`config.mk`:
```
export PLATFORM = sky130hd
export DESIGN_NAME = serial_receiver
export DESIGN_NICKNAME = d
export VERILOG_FILES = /design/src/rtl/serial_receiver.sv
export SDC_FILE = /design/constraint.sdc
export NUM_CORES = 1
export LEC_CHECK = 0
export BUFFER_PORTS_ARGS = -buffer_cell sky130_fd_sc_hd__buf_2
export CORE_ASPECT_RATIO = 0.7
export CORE_MARGIN = 8
export CORE_UTILIZATION = 55
export DETAILED_ROUTE_END_ITERATION = 10
export PLACE_DENSITY_LB_ADDON = 0.05
export SLEW_MARGIN = 20
export SYNTH_ARGS = -nofsm -noshare
export SYNTH_HDL_FRONTEND = slang
export SYNTH_SLANG_ARGS = --single-unit
export TNS_END_PERCENT = 5
```
`constraint.sdc`:
```
create_clock -name clk -period 2.13 [get_ports clk]
set_input_delay 0.639 -clock clk [delete_from_list [all_inputs] [get_ports clk]]
set_output_delay 0.639 -clock clk [all_outputs]
set_load 0.02 [all_outputs]
```
`src/rtl/serial_receiver.sv`:
```
// Oversampled asynchronous serial receiver.
// The line is synchronized, a start bit is confirmed at its midpoint, and every following
// bit is sampled once per bit period. Results are handed to the consumer through a
// data_valid / char_ack handshake with a sticky overrun flag.
module serial_receiver #(
   parameter int unsigned DATA_BITS  = 8,
   parameter int unsigned OVERSAMPLE = 16,
   parameter int unsigned PARITY_EN  = 0,
   parameter int unsigned PARITY_ODD = 0,
   parameter int unsigned STOP_BITS  = 1
) (
   input  logic                 clk,
   input  logic                 reset,
   input  logic                 tick,
   input  logic                 serial_in,
   input  logic                 char_ack,
   output logic [DATA_BITS-1:0] parallel_out,
   output logic                 char_received,
   output logic                 data_valid,
   output logic                 frame_err,
   output logic                 parity_err,
   output logic                 overrun
);

   // scnt peaks at OVERSAMPLE-1; bcnt peaks at DATA_BITS-1 (stop bits reuse it)
   localparam int unsigned SCNT_W = $clog2(OVERSAMPLE);
   localparam int unsigned BCNT_W = $clog2(DATA_BITS);

   localparam logic [SCNT_W-1:0] SCNT_LAST = SCNT_W'(OVERSAMPLE - 1);
   localparam logic [SCNT_W-1:0] SCNT_HALF = SCNT_W'(OVERSAMPLE / 2 - 1);
   localparam logic [BCNT_W-1:0] BCNT_DATA = BCNT_W'(DATA_BITS - 1);
   localparam logic [BCNT_W-1:0] BCNT_STOP = BCNT_W'(STOP_BITS - 1);

   typedef enum logic [2:0] {StIdle, StStart, StData, StParity, StStop} state_e;

   state_e               r_state;
   logic [1:0]           r_sync;
   logic [SCNT_W-1:0]    r_scnt;
   logic [BCNT_W-1:0]    r_bcnt;
   logic [DATA_BITS-1:0] r_shift;
   logic                 r_perr;
   logic                 r_ferr;
   logic                 r_wait_high;
   logic [DATA_BITS-1:0] r_parallel_out;
   logic                 r_char_received;
   logic                 r_data_valid;
   logic                 r_frame_err;
   logic                 r_parity_err;
   logic                 r_overrun;

   logic w_rx;
   logic w_stop_bad;
   logic w_par_bad;

   assign w_rx       = r_sync[1];
   // accumulated frame error including the stop bit sampled on this tick
   assign w_stop_bad = r_ferr | ~w_rx;
   assign w_par_bad  = ((^r_shift) ^ w_rx) != 1'(PARITY_ODD);

   assign parallel_out  = r_parallel_out;
   assign char_received = r_char_received;
   assign data_valid    = r_data_valid;
   assign frame_err     = r_frame_err;
   assign parity_err    = r_parity_err;
   assign overrun       = r_overrun;

   // Two-flop synchronizer for the asynchronous line, idling high.
   always_ff @(posedge clk or posedge reset) begin
      if (reset) begin
         r_sync <= 2'b11;
      end else begin
         r_sync <= {r_sync[0], serial_in};
      end
   end

   // Receive FSM with bit timing, error tracking and the consumer handshake.
   always_ff @(posedge clk or posedge reset) begin
      if (reset) begin
         r_state         <= StIdle;
         r_scnt          <= '0;
         r_bcnt          <= '0;
         r_shift         <= '0;
         r_perr          <= 1'b0;
         r_ferr          <= 1'b0;
         r_wait_high     <= 1'b0;
         r_parallel_out  <= '0;
         r_char_received <= 1'b0;
         r_data_valid    <= 1'b0;
         r_frame_err     <= 1'b0;
         r_parity_err    <= 1'b0;
         r_overrun       <= 1'b0;
      end else begin
         r_char_received <= 1'b0;

         // a completion later in this block overrides the acknowledge
         if (char_ack) begin
            r_data_valid <= 1'b0;
            r_overrun    <= 1'b0;
         end

         // after a framing error the line must go idle before a new start is searched
         if (r_state == StIdle && r_wait_high && w_rx) begin
            r_wait_high <= 1'b0;
         end

         if (tick) begin
            unique case (r_state)
               StIdle: begin
                  if (!r_wait_high && !w_rx) begin
                     r_state <= StStart;
                     r_scnt  <= '0;
                  end
               end

               StStart: begin
                  if (r_scnt == SCNT_HALF) begin
                     if (!w_rx) begin
                        r_state <= StData;
                        r_scnt  <= '0;
                        r_bcnt  <= '0;
                     end else begin
                        r_state <= StIdle;
                     end
                  end else begin
                     r_scnt <= r_scnt + SCNT_W'(1);
                  end
               end

               StData: begin
                  if (r_scnt == SCNT_LAST) begin
                     for (int unsigned i = 0; i < DATA_BITS; i++) begin
                        if (r_bcnt == BCNT_W'(i)) begin
                           r_shift[i] <= w_rx;
                        end
                     end
                     r_scnt <= '0;
                     if (r_bcnt == BCNT_DATA) begin
                        r_bcnt  <= '0;
                        r_state <= (PARITY_EN != 0) ? StParity : StStop;
                     end else begin
                        r_bcnt <= r_bcnt + BCNT_W'(1);
                     end
                  end else begin
                     r_scnt <= r_scnt + SCNT_W'(1);
                  end
               end

               StParity: begin
                  if (r_scnt == SCNT_LAST) begin
                     r_perr  <= w_par_bad;
                     r_scnt  <= '0;
                     r_bcnt  <= '0;
                     r_state <= StStop;
                  end else begin
                     r_scnt <= r_scnt + SCNT_W'(1);
                  end
               end

               StStop: begin
                  if (r_scnt == SCNT_LAST) begin
                     r_scnt <= '0;
                     if (r_bcnt == BCNT_STOP) begin
                        r_parallel_out  <= r_shift;
                        r_frame_err     <= w_stop_bad;
                        r_parity_err    <= (PARITY_EN != 0) ? r_perr : 1'b0;
                        r_char_received <= 1'b1;
                        r_data_valid    <= 1'b1;
                        if (r_data_valid && !char_ack) begin
                           r_overrun <= 1'b1;
                        end
                        r_wait_high <= w_stop_bad;
                        r_ferr      <= 1'b0;
                        r_perr      <= 1'b0;
                        r_bcnt      <= '0;
                        r_state     <= StIdle;
                     end else begin
                        r_ferr <= w_stop_bad;
                        r_bcnt <= r_bcnt + BCNT_W'(1);
                     end
                  end else begin
                     r_scnt <= r_scnt + SCNT_W'(1);
                  end
               end

               default: r_state <= StIdle;
            endcase
         end
      end
   end

endmodule

```
==> impl_metrics.env <==
export IMPL_setup_tns_ns=0
export IMPL_viasPerCell=5.332
export IMPL_max_cap_viol_count=0
export IMPL_pre_cts_slack_ns=0.08905
export IMPL_clkTransAtPathRegs_ns=0.06
export IMPL_synth_compound_area_frac=0.07477
export IMPL_gp_congestion=0.9230
export IMPL_netlist_area_mm2=0.001657
export IMPL_ant_nets=0
export IMPL_syn_to_final_growth_pct=16.54
export IMPL_core_mm2=0.002823
export IMPL_num_vias=1109
export IMPL_period_needed_ns=2.012
export IMPL_insertion_delay_ns=0.29
export IMPL_first_pass_iters=4
export IMPL_drive_above_1_share=0.3140
export IMPL_fill_cells=225
export IMPL_die_w_um=81.60
export IMPL_synthesis_nets=160
export IMPL_wire_per_inst_um=15.53
export IMPL_seq_area_um2=853.3
export IMPL_tritoncts_num_buffers=5
export IMPL_ys_seq_area_frac=0.5151
export IMPL_nets=183
export IMPL_syn_avg_cell_area_um2=11.19
export IMPL_grt_max_degree=23
export IMPL_ys_top_cells_by_area="dfrtp_1, mux2_2, ha_1"
export IMPL_rows=16
export IMPL_utilization=0.6840
export IMPL_grt_pass1_wl_um=5658
export IMPL_antenna_cells=0
export IMPL_cts_max_level=2
export IMPL_critical_path_class="flop to flop"
export IMPL_drc=0
export IMPL_hpwlAfterDp_um=2406
export IMPL_synth_common_cells="dfrtp_1, mux2_2, nand2_1"
export IMPL_die_h_um=61.92
export IMPL_skew_ns=0.003609
export IMPL_synth_edf_count=0
export IMPL_rsz0062_at_grt="false"
export IMPL_path_max_fanout=7
export IMPL_grt_antenna_before_repair=0
export IMPL_fin_ws_ns=0.1184
export IMPL_max_clock_freq_ghz=0.4971
export IMPL_final_hold_viol_count=0
export IMPL_cts_resized=0
export IMPL_leakagePower_nw=0.9359
export IMPL_worst_pin_slew_ns=0.5679
export IMPL_synth_async_reset_ratio=1.000
export IMPL_powerDensity_mw_per_mm2=1005
export IMPL_end_kind="flop"
export IMPL_required_ns=2.30
export IMPL_dieArea_mm2=0.005052
export IMPL_ioPinCount=18
export IMPL_arrival_ns=2.18
export IMPL_ys_warn_count=0
export IMPL_cp_top_family="simple AND/OR/NAND/NOR gates"
export IMPL_synth_mux_area_frac=0.1526
export IMPL_ys_types=39
export IMPL_initial_utilization=0.5869
export IMPL_drt_wl_total_um=3230
export IMPL_yosys_area_top_type="dfrtp_1"
export IMPL_place_area_mm2=0.001799
export IMPL_io_buffers=16
export IMPL_grt_overflow=0
export IMPL_synth_fa_ha_area_frac=0.05287
export IMPL_grt_usage=0.1511
export IMPL_max_stage_delay_ns=0.46
export IMPL_ys_flop_type="dfrtp_1"
export IMPL_final_cell_area_mm2=0.001931
export IMPL_yosysMostFrequentCell="dfrtp_1"
export IMPL_synth_xor_area_share=0.005287
export IMPL_synth_cells=148
export IMPL_finalSetupViolations=0
export IMPL_cts_buffer_depth=2
export IMPL_cp_num_buf_inv=0
export IMPL_maxSlewHeadroom=0.6210
export IMPL_slowest_stage="dfrtp_1"
export IMPL_dr_first_iter_drc_count=79
export IMPL_cts_tree="done"
export IMPL_ys_seq_elements=34
export IMPL_hold_path_class="flop to flop"
export IMPL_drv_slew=0
export IMPL_cp_start_kind="flop"
export IMPL_post_cts_buffers=0
export IMPL_clkSinkCount=34
export IMPL_grt_pass1_vias=1185
export IMPL_path_cells="or3_4, and2_4, o21ai_1, and4_1, mux2_1"
export IMPL_multi_input_area_um2=752.0
export IMPL_status="finished, final reports clean"
export IMPL_post_route_period_util=0.9444
export IMPL_synth_top_family_by_area="simple AND/OR/NAND/NOR gates"
export IMPL_hold_buffers=0
export IMPL_synth_simple_gate_area_frac=0.1571
export IMPL_vdd_drop_max_uv=487.4
export IMPL_synth_top_area_frac=0.4834
export IMPL_root_buffer="clkbuf_8"
==> routing by layer <==
metal	vias up	share of wire	wire, um	GRT usage
met1	523	0.52	1677	0.1991
met4	0	0.013	42	0.05224
met2	21	0.41	1331	0.2136
met3	7	0.055	178	0.06897
met5	-	0	0	0
li1	558	-	-	-
==> worst reg2reg max path: stages (launching register included) <==
cell	delay [ns]
dfrtp_1	0.46
or3_4	0.45
and2_4	0.20
o21ai_1	0.11
and4_1	0.32
mux2_1	0.35
==> cell usage in the layout (no fill, tap or decap), types with 2 or more instances in the layout <==
master,count
a21oi_1,4
mux2i_1,5
buf_4,4
clkbuf_8,6
inv_1,9
nor2_1,7
mux2_1,3
dfrtp_1,32
buf_2,16
nand2_1,15
dfstp_2,2
o21ai_1,3
mux2_2,15
nand4_1,2
nor4_1,3
ha_1,7
o21ai_0,6
nand2b_1,3
or2_2,2
nand3_1,6
==> power by group <==
group | switching (mW) | internal, mW
Combinational | 0.320 | 0.246
Sequential | 0.0634 | 0.708
Clock | 0.222 | 0.381
Total | 0.605 | 1.33
==> metrics by stage <==
stage	hold slack [ns]	cells	power [mW]
after CTS	0.3567	208	1.920
after detailed placement	0.3473	200	1.309
after global routing	0.3582	208	2.059
final	0.3549	208	1.940
after global placement	0.3490	200	1.295
after floorplan	0.3452	148	1.203
==> layout make-up <==
type                            count  area share
Sequential cell                    34      0.4420
Tap cell                           36     0.02333
Timing Repair Buffer               21     0.06740
Clock inverter                      1     0.01555
Inverter                            9     0.01750
Multi-Input combinational cell    100      0.3895
Clock buffer                        7     0.04472
==> state kept, by name, summed over array words and instances, names as in the netlist, 2 cells and up <==
name / count
parallel_out: 8
r_bcnt: 3
r_scnt: 4
r_shift: 8
r_state: 3
r_sync: 2
==> kinds of logic (layout without fill, tap and decap cells) <==
group,after synthesis,count (layout)
multiplexers,23,23
AND/OR/NAND/NOR,48,48
XOR/XNOR,1,1
other,1,1
adder cells (fa/ha/maj),7,7
buffers and inverters,14,38
flip-flops,34,34
AO/OA/AOI/OAI,20,20
==> worst paths after layout <==
kind                              endpoint  cells past startpoint  slack [ns]        from
max in group asynchronous        r_sync[0]                      3        1.15       reset
min in group asynchronous       r_shift[3]                      2        0.40       reset
worst min-delay path             r_sync[1]                      0        0.35   r_sync[0]
worst min register to register   r_sync[1]                      0        0.35   r_sync[0]
worst max register to register   r_bcnt[2]                      5        0.12  r_state[2]
worst max-delay path             r_bcnt[2]                      5        0.12  r_state[2]
No activity file was read; power rests on OpenSTA's default activity.
